==> src/rtl/ntt_axil_ctrl_slave_if.sv <==
// AXI4-Lite bundle for the NTT control port.
// Latency: none; wires only.
// Backpressure: standard AXI valid/ready on AW, W, B, AR and R.
// Ports: AW/W/B write channels and AR/R read channels. The slave modport is
// used by the register block and the master modport by the PS-side initiator.
interface ntt_axil_ctrl_slave_if #(
    parameter int C_ADDR_WIDTH = 4,
    parameter int C_DATA_WIDTH = 32
);
    logic [C_ADDR_WIDTH-1:0]   S_AXI_AWADDR;
    logic                      S_AXI_AWVALID;
    logic                      S_AXI_AWREADY;
    logic [C_DATA_WIDTH-1:0]   S_AXI_WDATA;
    logic [C_DATA_WIDTH/8-1:0] S_AXI_WSTRB;
    logic                      S_AXI_WVALID;
    logic                      S_AXI_WREADY;
    logic [1:0]                S_AXI_BRESP;
    logic                      S_AXI_BVALID;
    logic                      S_AXI_BREADY;
    logic [C_ADDR_WIDTH-1:0]   S_AXI_ARADDR;
    logic                      S_AXI_ARVALID;
    logic                      S_AXI_ARREADY;
    logic [C_DATA_WIDTH-1:0]   S_AXI_RDATA;
    logic [1:0]                S_AXI_RRESP;
    logic                      S_AXI_RVALID;
    logic                      S_AXI_RREADY;

    modport slave (
        input  S_AXI_AWADDR, S_AXI_AWVALID, S_AXI_WDATA, S_AXI_WSTRB, S_AXI_WVALID,
        input  S_AXI_BREADY, S_AXI_ARADDR, S_AXI_ARVALID, S_AXI_RREADY,
        output S_AXI_AWREADY, S_AXI_WREADY, S_AXI_BRESP, S_AXI_BVALID,
        output S_AXI_ARREADY, S_AXI_RDATA, S_AXI_RRESP, S_AXI_RVALID
    );

    modport master (
        output S_AXI_AWADDR, S_AXI_AWVALID, S_AXI_WDATA, S_AXI_WSTRB, S_AXI_WVALID,
        output S_AXI_BREADY, S_AXI_ARADDR, S_AXI_ARVALID, S_AXI_RREADY,
        input  S_AXI_AWREADY, S_AXI_WREADY, S_AXI_BRESP, S_AXI_BVALID,
        input  S_AXI_ARREADY, S_AXI_RDATA, S_AXI_RRESP, S_AXI_RVALID
    );
endinterface

==> src/rtl/ntt_axil_ctrl_slave.sv <==
// AXI4-Lite control/status register block for the NTT core (CONTROL, STATUS, IRQ_EN, VERSION).
// Latency: write commits on the edge that completes AW+W (BVALID next cycle); read data one cycle after AR.
// Backpressure: AW/W stall while their holder is full or BVALID is pending; AR stalls while RVALID is pending.
// Ports: ACLK/ARESET (async, active high); s_axi slave bundle; core_start/core_mode to the core;
// core_busy/core_done from the core; irq = STATUS.DONE & IRQ_EN.enable.
module ntt_axil_ctrl_slave #(
    parameter int          C_DATA_WIDTH = 32,
    parameter int          C_ADDR_WIDTH = 4,
    parameter logic [31:0] C_VERSION    = 32'h0001_0000,
    parameter logic        C_IRQ_EN_RST = 1'b1
) (
    input  logic                 ACLK,
    input  logic                 ARESET,
    ntt_axil_ctrl_slave_if.slave s_axi,
    output logic                 core_start,
    output logic                 core_mode,
    input  logic                 core_busy,
    input  logic                 core_done,
    output logic                 irq
);
    localparam logic [1:0] IDX_CONTROL = 2'd0;
    localparam logic [1:0] IDX_STATUS  = 2'd1;
    localparam logic [1:0] IDX_IRQ_EN  = 2'd2;
    localparam logic [1:0] IDX_VERSION = 2'd3;

    // write holding registers
    logic       aw_held, w_held;
    logic [1:0] aw_idx_q;
    logic [2:0] w_data_q;
    logic       w_strb0_q;
    logic       bvalid_q;

    // read channel
    logic        rvalid_q;
    logic [31:0] rdata_q;

    // register state
    logic done_q, error_q, busy_q, irq_en_q, mode_q, start_q;

    logic       aw_hs, w_hs, ar_hs, b_hs, r_hs;
    logic       wr_fire;
    logic [1:0] wr_idx;
    logic [2:0] wr_data;
    logic       wr_strb0;
    logic       busy_any;
    logic       ctrl_wr, stat_wr, irqen_wr;
    logic       start_req, start_ok, start_err, mode_wr;
    logic [31:0] rd_mux;

    assign s_axi.S_AXI_AWREADY = ~ARESET & ~aw_held & ~bvalid_q;
    assign s_axi.S_AXI_WREADY  = ~ARESET & ~w_held  & ~bvalid_q;
    assign s_axi.S_AXI_ARREADY = ~ARESET & ~rvalid_q;
    assign s_axi.S_AXI_BVALID  = bvalid_q;
    assign s_axi.S_AXI_BRESP   = 2'b00;
    assign s_axi.S_AXI_RVALID  = rvalid_q;
    assign s_axi.S_AXI_RDATA   = rdata_q;
    assign s_axi.S_AXI_RRESP   = 2'b00;

    assign aw_hs = s_axi.S_AXI_AWVALID & s_axi.S_AXI_AWREADY;
    assign w_hs  = s_axi.S_AXI_WVALID  & s_axi.S_AXI_WREADY;
    assign ar_hs = s_axi.S_AXI_ARVALID & s_axi.S_AXI_ARREADY;
    assign b_hs  = bvalid_q & s_axi.S_AXI_BREADY;
    assign r_hs  = rvalid_q & s_axi.S_AXI_RREADY;

    // Bypass the holders so an AW+W pair arriving together commits on its accept edge.
    always_comb begin
        wr_idx   = aw_held ? aw_idx_q  : s_axi.S_AXI_AWADDR[3:2];
        wr_data  = w_held  ? w_data_q  : s_axi.S_AXI_WDATA[2:0];
        wr_strb0 = w_held  ? w_strb0_q : s_axi.S_AXI_WSTRB[0];
    end

    assign wr_fire  = (aw_held | aw_hs) & (w_held | w_hs) & ~bvalid_q;
    assign busy_any = busy_q | core_busy;

    assign ctrl_wr  = wr_fire & (wr_idx == IDX_CONTROL);
    assign stat_wr  = wr_fire & (wr_idx == IDX_STATUS)  & wr_strb0;
    assign irqen_wr = wr_fire & (wr_idx == IDX_IRQ_EN)  & wr_strb0;

    // A completion arriving with START is treated as still busy: the start is refused.
    assign start_req = ctrl_wr & wr_strb0 & wr_data[0];
    assign start_ok  = start_req & ~busy_any & ~core_done;
    assign start_err = start_req & ~start_ok;
    // MODE is frozen while busy and on any refused start.
    assign mode_wr   = ctrl_wr & wr_strb0 & ~busy_any & ~start_err;

    always_ff @(posedge ACLK or posedge ARESET) begin
        if (ARESET) begin
            aw_held   <= 1'b0;
            w_held    <= 1'b0;
            aw_idx_q  <= 2'd0;
            w_data_q  <= 3'd0;
            w_strb0_q <= 1'b0;
            bvalid_q  <= 1'b0;
        end else begin
            if (aw_hs) aw_idx_q <= s_axi.S_AXI_AWADDR[3:2];
            if (w_hs) begin
                w_data_q  <= s_axi.S_AXI_WDATA[2:0];
                w_strb0_q <= s_axi.S_AXI_WSTRB[0];
            end
            // holders stay full until the response is taken, which also blocks new AW/W
            if (b_hs) begin
                aw_held <= 1'b0;
                w_held  <= 1'b0;
            end else begin
                if (aw_hs) aw_held <= 1'b1;
                if (w_hs)  w_held  <= 1'b1;
            end
            if (wr_fire)   bvalid_q <= 1'b1;
            else if (b_hs) bvalid_q <= 1'b0;
        end
    end

    always_ff @(posedge ACLK or posedge ARESET) begin
        if (ARESET) begin
            done_q   <= 1'b0;
            error_q  <= 1'b0;
            busy_q   <= 1'b0;
            irq_en_q <= C_IRQ_EN_RST;
            mode_q   <= 1'b0;
            start_q  <= 1'b0;
        end else begin
            start_q <= start_ok;
            if (mode_wr)  mode_q   <= wr_data[1];
            if (irqen_wr) irq_en_q <= wr_data[0];
            // a core completion overrides a same-cycle acknowledge
            if (core_done)                            done_q <= 1'b1;
            else if (ctrl_wr | (stat_wr & wr_data[1])) done_q <= 1'b0;
            if (start_err)                   error_q <= 1'b1;
            else if (stat_wr & wr_data[2])   error_q <= 1'b0;
            if (start_ok)       busy_q <= 1'b1;
            else if (core_done) busy_q <= 1'b0;
        end
    end

    always_comb begin
        rd_mux = 32'd0;
        case (s_axi.S_AXI_ARADDR[3:2])
            IDX_CONTROL: rd_mux = {30'd0, mode_q, 1'b0};
            IDX_STATUS:  rd_mux = {29'd0, error_q, done_q, busy_any};
            IDX_IRQ_EN:  rd_mux = {31'd0, irq_en_q};
            IDX_VERSION: rd_mux = C_VERSION;
            default:     rd_mux = 32'd0;
        endcase
    end

    always_ff @(posedge ACLK or posedge ARESET) begin
        if (ARESET) begin
            rvalid_q <= 1'b0;
            rdata_q  <= 32'd0;
        end else if (ar_hs) begin
            rvalid_q <= 1'b1;
            rdata_q  <= rd_mux;
        end else if (r_hs) begin
            rvalid_q <= 1'b0;
        end
    end

    assign core_start = start_q;
    assign core_mode  = mode_q;
    assign irq        = done_q & irq_en_q;

    // address byte offset and upper data/strobe bits carry no defined register state
    logic unused_bits;
    assign unused_bits = ^{s_axi.S_AXI_AWADDR[1:0], s_axi.S_AXI_ARADDR[1:0],
                           s_axi.S_AXI_WDATA[C_DATA_WIDTH-1:3],
                           s_axi.S_AXI_WSTRB[C_DATA_WIDTH/8-1:1]};
endmodule

==> src/flat_wrapper.sv <==
// flat-port wrapper written by rule: the top's interface ports become plain ports
module ntt_axil_ctrl_slave_flat 
#(
    parameter int          C_DATA_WIDTH = 32,
    parameter int          C_ADDR_WIDTH = 4,
    parameter logic [31:0] C_VERSION    = 32'h0001_0000,
    parameter logic        C_IRQ_EN_RST = 1'b1
)
  (ACLK, ARESET, core_start, core_mode, core_busy, core_done, irq, s_axi_S_AXI_AWADDR, s_axi_S_AXI_AWVALID, s_axi_S_AXI_WDATA, s_axi_S_AXI_WSTRB, s_axi_S_AXI_WVALID, s_axi_S_AXI_BREADY, s_axi_S_AXI_ARADDR, s_axi_S_AXI_ARVALID, s_axi_S_AXI_RREADY, s_axi_S_AXI_AWREADY, s_axi_S_AXI_WREADY, s_axi_S_AXI_BRESP, s_axi_S_AXI_BVALID, s_axi_S_AXI_ARREADY, s_axi_S_AXI_RDATA, s_axi_S_AXI_RRESP, s_axi_S_AXI_RVALID);
  ntt_axil_ctrl_slave_if #(.C_ADDR_WIDTH(C_ADDR_WIDTH), .C_DATA_WIDTH(C_DATA_WIDTH)) s_axi_i ();
  input  logic ACLK;
  input  logic ARESET;
  output logic core_start;
  output logic core_mode;
  input  logic core_busy;
  input  logic core_done;
  output logic irq;
  input wire logic [$bits(s_axi_i.S_AXI_AWADDR)-1:0] s_axi_S_AXI_AWADDR;
  input wire logic [$bits(s_axi_i.S_AXI_AWVALID)-1:0] s_axi_S_AXI_AWVALID;
  input wire logic [$bits(s_axi_i.S_AXI_WDATA)-1:0] s_axi_S_AXI_WDATA;
  input wire logic [$bits(s_axi_i.S_AXI_WSTRB)-1:0] s_axi_S_AXI_WSTRB;
  input wire logic [$bits(s_axi_i.S_AXI_WVALID)-1:0] s_axi_S_AXI_WVALID;
  input wire logic [$bits(s_axi_i.S_AXI_BREADY)-1:0] s_axi_S_AXI_BREADY;
  input wire logic [$bits(s_axi_i.S_AXI_ARADDR)-1:0] s_axi_S_AXI_ARADDR;
  input wire logic [$bits(s_axi_i.S_AXI_ARVALID)-1:0] s_axi_S_AXI_ARVALID;
  input wire logic [$bits(s_axi_i.S_AXI_RREADY)-1:0] s_axi_S_AXI_RREADY;
  output wire logic [$bits(s_axi_i.S_AXI_AWREADY)-1:0] s_axi_S_AXI_AWREADY;
  output wire logic [$bits(s_axi_i.S_AXI_WREADY)-1:0] s_axi_S_AXI_WREADY;
  output wire logic [$bits(s_axi_i.S_AXI_BRESP)-1:0] s_axi_S_AXI_BRESP;
  output wire logic [$bits(s_axi_i.S_AXI_BVALID)-1:0] s_axi_S_AXI_BVALID;
  output wire logic [$bits(s_axi_i.S_AXI_ARREADY)-1:0] s_axi_S_AXI_ARREADY;
  output wire logic [$bits(s_axi_i.S_AXI_RDATA)-1:0] s_axi_S_AXI_RDATA;
  output wire logic [$bits(s_axi_i.S_AXI_RRESP)-1:0] s_axi_S_AXI_RRESP;
  output wire logic [$bits(s_axi_i.S_AXI_RVALID)-1:0] s_axi_S_AXI_RVALID;
  assign s_axi_i.S_AXI_AWADDR = s_axi_S_AXI_AWADDR;
  assign s_axi_i.S_AXI_AWVALID = s_axi_S_AXI_AWVALID;
  assign s_axi_i.S_AXI_WDATA = s_axi_S_AXI_WDATA;
  assign s_axi_i.S_AXI_WSTRB = s_axi_S_AXI_WSTRB;
  assign s_axi_i.S_AXI_WVALID = s_axi_S_AXI_WVALID;
  assign s_axi_i.S_AXI_BREADY = s_axi_S_AXI_BREADY;
  assign s_axi_i.S_AXI_ARADDR = s_axi_S_AXI_ARADDR;
  assign s_axi_i.S_AXI_ARVALID = s_axi_S_AXI_ARVALID;
  assign s_axi_i.S_AXI_RREADY = s_axi_S_AXI_RREADY;
  assign s_axi_S_AXI_AWREADY = s_axi_i.S_AXI_AWREADY;
  assign s_axi_S_AXI_WREADY = s_axi_i.S_AXI_WREADY;
  assign s_axi_S_AXI_BRESP = s_axi_i.S_AXI_BRESP;
  assign s_axi_S_AXI_BVALID = s_axi_i.S_AXI_BVALID;
  assign s_axi_S_AXI_ARREADY = s_axi_i.S_AXI_ARREADY;
  assign s_axi_S_AXI_RDATA = s_axi_i.S_AXI_RDATA;
  assign s_axi_S_AXI_RRESP = s_axi_i.S_AXI_RRESP;
  assign s_axi_S_AXI_RVALID = s_axi_i.S_AXI_RVALID;
  ntt_axil_ctrl_slave #(.C_DATA_WIDTH(C_DATA_WIDTH), .C_ADDR_WIDTH(C_ADDR_WIDTH), .C_VERSION(C_VERSION), .C_IRQ_EN_RST(C_IRQ_EN_RST)) u_core (.ACLK(ACLK), .ARESET(ARESET), .s_axi(s_axi_i), .core_start(core_start), .core_mode(core_mode), .core_busy(core_busy), .core_done(core_done), .irq(irq));
endmodule
==> config.mk <==
export PLATFORM = sky130hd
export DESIGN_NAME = ntt_axil_ctrl_slave_flat
export DESIGN_NICKNAME = d
export VERILOG_FILES = /design/src/rtl/ntt_axil_ctrl_slave_if.sv /design/src/rtl/ntt_axil_ctrl_slave.sv /design/src/flat_wrapper.sv
export SDC_FILE = /design/constraint.sdc
export NUM_CORES = 1
export LEC_CHECK = 0
export ABC_AREA = 1
export CAP_MARGIN = 20
export CORE_MARGIN = 2
export CORE_UTILIZATION = 33
export CTS_CLUSTER_DIAMETER = 30
export DETAILED_ROUTE_END_ITERATION = 8
export HOLD_SLACK_MARGIN = 0.1
export PLACE_DENSITY_LB_ADDON = 0.12
export REMOVE_ABC_BUFFERS = 1
export SYNTH_ARGS = -nofsm -noshare
export SYNTH_HDL_FRONTEND = slang
export SYNTH_SLANG_ARGS = --single-unit
export TNS_END_PERCENT = 20
==> constraint.sdc <==
create_clock -name ACLK -period 1.8 [get_ports ACLK]
set_input_delay 0.36 -clock ACLK [delete_from_list [all_inputs] [get_ports ACLK]]
set_output_delay 0.36 -clock ACLK [all_outputs]
set_load 0.01 [all_outputs]
**Word level (Yosys, flattened, before mapping)**

Index checks and enable logic that the tools add are counted.

- Flip-flop bits (word level): 48
- Output and inout bits: 44
- Word-level logic and storage cells: 86

- Equal/unequal tests: 5
- Muxes and demuxes: 18
- Bitwise logic cells: 40
- Reduce and logical (&&, ||, !) cells: 9

Operators with widths:

| operator | number |
|---|---|
| $pmux 32 s4 | 1 |
| $and 1x1->1 | 27 |
| $mux 1 | 15 |
| $reduce_bool 2->1 | 7 |
| $not 1->1 | 9 |
| $eq 2x2->1 const B | 3 |
| $eq 2x1->1 const B | 2 |
| $logic_not 2->1 | 2 |
| $or 1x1->1 | 4 |
| $mux 3 | 1 |
| $mux 2 | 1 |

**Longest topological paths before layout**

- Depth after elaboration: 16
- Mapped depth: 8

**Worst setup path before layout**

OpenSTA, ideal clock, no wires.

- Path kind: flip-flop to flip-flop
- From: register u_core.bvalid_q (netlist: u_core.s_axi.S_AXI_BVALID)
- To: register u_core.mode_q (netlist: u_core.core_mode)
- Setup time: 0.117 ns
- Data arrival time: 1.210 ns
- Path slack: 0.474 ns
- Cell stages (with the launch flop): 9
- Buffers on the path: 0
- Cells stage by stage: dfrtp_1 nor2_4 a21oi_2 nor2_1 nand3_2 nor2_4 o211ai_1 nand2_1 nand2_1

- Word-level cells in the longest chain between the ends: 15
- Elaborated cells between the ends (all ways): 19
- Those cells by class: bitwise (19)

Ends and longest elaborated chain:

| item | line | source |
|---|---|---|
| start: declaration | ntt_axil_ctrl_slave.sv:31 | `logic bvalid_q;` |
| start signal: assignment | ntt_axil_ctrl_slave.sv:93 | `bvalid_q <= 1'b0;` |
| start signal: assignment | ntt_axil_ctrl_slave.sv:108 | `if (wr_fire) bvalid_q <= 1'b1;` |
| start signal: assignment | ntt_axil_ctrl_slave.sv:109 | `else if (b_hs) bvalid_q <= 1'b0;` |
| $not 1->1 (*) | ntt_axil_ctrl_slave.sv:50, ntt_axil_ctrl_slave.sv:51, ntt_axil_ctrl_slave.sv:72 |  |
| $and 1x1->1, on equally long branches | ntt_axil_ctrl_slave.sv:50, ntt_axil_ctrl_slave.sv:51 |  |
| $and 1x1->1, on equally long branches | ntt_axil_ctrl_slave.sv:59, ntt_axil_ctrl_slave.sv:60 |  |
| $or 1x1->1 | ntt_axil_ctrl_slave.sv:72 | `assign wr_fire = (aw_held \| aw_hs) & (w_held \| w_hs) & ~bvalid_q;` |
| $and 1x1->1 | ntt_axil_ctrl_slave.sv:72 |  |
| $and 1x1->1 (*) | ntt_axil_ctrl_slave.sv:72 |  |
| $and 1x1->1 (*) | ntt_axil_ctrl_slave.sv:75 | `assign ctrl_wr = wr_fire & (wr_idx == IDX_CONTROL);` |
| $and 1x1->1 (*) | ntt_axil_ctrl_slave.sv:80, ntt_axil_ctrl_slave.sv:84 |  |
| $and 1x1->1 | ntt_axil_ctrl_slave.sv:80 | `assign start_req = ctrl_wr & wr_strb0 & wr_data[0];` |
| $and 1x1->1 (2 in a row) | ntt_axil_ctrl_slave.sv:81 | `assign start_ok = start_req & ~busy_any & ~core_done;` |
| $not 1->1 | ntt_axil_ctrl_slave.sv:82 | `assign start_err = start_req & ~start_ok;` |
| $and 1x1->1 | ntt_axil_ctrl_slave.sv:82 |  |
| $not 1->1 | ntt_axil_ctrl_slave.sv:84 | `assign mode_wr = ctrl_wr & wr_strb0 & ~busy_any & ~start_err;` |
| $and 1x1->1 (*) | ntt_axil_ctrl_slave.sv:84 |  |
| end signal: assignment | ntt_axil_ctrl_slave.sv:123 | `if (mode_wr) mode_q <= wr_data[1];` |
| end: declaration | ntt_axil_ctrl_slave.sv:38 | `logic done_q, error_q, busy_q, irq_en_q, mode_q, start_q;` |

Mark *: on every way between the ends. The rest lies on a longest branch, timed or not.
A chain may end at the register's enable or synchronous reset.

**Worst setup path in the final report**

- From: register u_core.bvalid_q (netlist: u_core.s_axi.S_AXI_BVALID)
- To: output port s_axi_S_AXI_BVALID

RTL lines:

| item | line | source |
|---|---|---|
| end: declaration | flat_wrapper.sv:30 | `output wire logic [$bits(s_axi_i.S_AXI_BVALID)-1:0] s_axi_S_AXI_BVALID;` |

No word-level cell between the ends.

==> metrics.txt <==
PortBufs 28; CP cell instances buf_4 -> clkdlybuf4s50_1; crit path max fanout 6; sw frac 0.375; VDD IR-drop max ~0.43 mV; # hold bufs at CTS 0; global-route wire length before repair approximately 3800 microns; vias per inst around 4.0; # diodes 0; ANT nets after route 0; met3 routed WL approximately 160 microns; DRT iter0 DRCs 9; Setup CP Type flop to primary output; drt wl/cell 9.42 microns; post-CTS sizing 5; vias approximately 970; Root Driver clkbuf_8; Yosys warnings 0; post-CTS setup buffers 0; crit path DAT 1.40 ns; CTS tree built; Std-Cell Rows 22; Synth cell types 23; clock latency on the worst-skew pair 0.26 ns; fin. max-slew vios 0; Die ar. around 4200 sq um; CP required roughly 1.4 ns; Die Y around 65 microns; Syn Area/Cell slightly above 8 sq um; # IOs between 90 and 100; share of total power in combinational logic 0.431; FF-to-FF Start u_core.s_axi.S_AXI_BVALID$_DFFE_PP0P_; via count of the first global-routing pass roughly 880; register area share after synthesis 0.408; Yosys top cell by area dfrtp_1; Fin. Hold Viols 0; Starting Density 0.338; post-layout min period 1.76 ns; total CTS buffers 3; sequential power share 0.401; CP endpoint s_axi_S_AXI_BVALID; Setup-failing EPs final 0; clk sinks 20; GRT overflow 0; top sig layer met4; die width between 60 and 70 microns; Setup Skew 0.00726 ns; clk slew on worst S/H paths roughly 0.080 ns; WHS 0.237 ns; P per Cell Area between 1000 and 1500 nW/um^2; htree depth 1; Core Footprint 3630 sq um; worst hold path class input pin to async pin; Lkg Pwr about 0.8 nW; worst r2r dst u_core.core_mode$_DFFE_PP0P_; WL met1 1030 microns; # nets final ~250; global router's overall resource usage 0.115; top cell type's share of synthesized area 0.387; Post-Syn Area about 1200 sq um; max reg flops 4; #FFs+latches synth 20; initial antenna violation count 0; Psw 0.686 mW; largest net degree at the start of global routing 12; clk buf depth 2; Synth area leaders dfrtp_1 (39%), buf_4 (20%), nand2_1 (8.2%); clock network fraction of total power 0.168; Post-Syn Instances 151; Setup crit end kind primary output; Met2 Routed Length around 1000 microns; unrepaired setup endpoints after global routing false; final wirelength around 2300 microns; reg2reg path depth 8; detailed-placement wirelength estimate around 1900 microns; final worst-path cycle share 0.976; R2R Setup Slk ~0.40 ns; first-pass iteration count of the detailed router 4; kind of start point of the critical path flop; internal power ~1.1 mW; fmax approximately 570 MHz; status finished, final reports clean; utilization after layout 0.433; CP max stage delay ~0.53 ns; Layout area overhead 28.0%; routability congestion estimate 0.814; slowest cell on the critical path clkdlybuf4s50_1; DR DRC count 0; share of layout cells above drive strength 1 0.151; Max Cap Violations 0; launch point of the worst path u_core.s_axi.S_AXI_BVALID$_DFFE_PP0P_
-- cell families (layout without fill, tap and decap cells) --
| family | after synthesis | in the layout | synth area share |
|---|---|---|---|
| DFF | 20 | 20 | 0.408 |
| other | 1 | 32 | 0.00305 |
| muxes | 2 | 2 | 0.0183 |
| and+or+nand+nor | 54 | 54 | 0.204 |
| AOI/OAI and AO/OA | 24 | 24 | 0.116 |
| buffers and inverters | 50 | 60 | 0.250 |
-- power groups by stage --
| stage | Combinational (mW) | Sequential, mW | Clock [mW] |
|---|---|---|---|
| after floorplan | 0.432 | 0.750 | 0 |
| after global placement | 0.794 | 0.732 | 0 |
| after detailed placement | 0.808 | 0.738 | 0 |
| after CTS | 0.801 | 0.735 | 0.313 |
| after global routing | 0.881 | 0.759 | 0.336 |
| final | 0.788 | 0.733 | 0.307 |
-- worst max-delay path, delay by kind of cell, from the launching register on --
kind / cells / cell delay [ns]
flops: 1 / 0.46
buf+inv: 2 / 0.68
-- cells in the mapped netlist --
library cell  number
buf_4             32
nand2_1           27
dfrtp_1           19
inv_1             16
nor2_1            11
o21ai_0            7
nand3_1            6
a21oi_1            5
o21ai_1            5
nor3_1             4
a21oi_2            2
inv_2              2
mux2_2             2
nand3_2            2
nor2_4             2
o21ai_2            2
a21o_1             1
conb_1             1
dfstp_2            1
nor3_2             1
o211ai_1           1
o31ai_1            1
or2_1              1
-- through the flow --
stage / setup slack (ns) / power (mW) / area (sq um) / TNS [ns] / std cells
2_1_floorplan: 0.474 / 1.18 / 1110 / 0 / 150
3_3_place_gp: -0.260 / 1.53 / 1520 / -1.47 / 236
3_5_place_dp: -0.251 / 1.55 / 1520 / -1.38 / 236
4_1_cts: 0.00564 / 1.85 / 1570 / 0 / 240
5_1_grt: 0.0107 / 1.98 / 1570 / 0 / 240
6_report: 0.0436 / 1.83 / 1570 / 0 / 240
-- final cells by class --
type | instances | area, sq um
Inverter | 18 | 67.6
Tap cell | 48 | 60.1
Sequential cell | 20 | 503
Multi-Input combinational cell | 112 | 542
Fill cell | 371 | 2060
Timing Repair Buffer | 38 | 357
Clock buffer | 4 | 45.0
-- how the worst min path moves through the flow --
stage	slack [ns]	from	cells after the start	endpoint
after floorplan	0.32	ARESET	1	u_core.aw_held$_DFFE_PP0P_
after global placement	0.47	u_core.s_axi.S_AXI_RDATA[16]$_DFFE_PP0P_	2	u_core.s_axi.S_AXI_RDATA[16]$_DFFE_PP0P_
after detailed placement	0.47	u_core.irq_en_q$_DFFE_PP1P_	2	u_core.irq_en_q$_DFFE_PP1P_
after CTS	0.49	u_core.irq_en_q$_DFFE_PP1P_	2	u_core.irq_en_q$_DFFE_PP1P_
after global routing	0.27	ARESET	3	u_core.s_axi.S_AXI_RVALID$_DFFE_PP0P_
final	0.24	ARESET	3	u_core.s_axi.S_AXI_RVALID$_DFFE_PP0P_
-- placed cells by master (no fill, tap or decap), types with 3 or more instances in the layout --
cell type        netlist  routed
buf_4                 32      10
inv_1                 16      16
clkdlybuf4s50_1        0      23
clkbuf_8               0       3
a21oi_1                5       5
nand3_1                6       6
dfrtp_1               19      18
dlygate4sd2_1          0       3
o21ai_0                7       7
conb_1                 1      32
nand2_1               27      27
o21ai_1                5       5
nor3_1                 4       3
nor2_1                11      11
-- routing by layer --
layer / global-route usage / vias up
met5: 0 / -
met4: 0.0469 / 0
met3: 0.0226 / 5
met2: 0.187 / 37
met1: 0.151 / 426
li1: - / 500
Power figures use the tool's default switching activity.
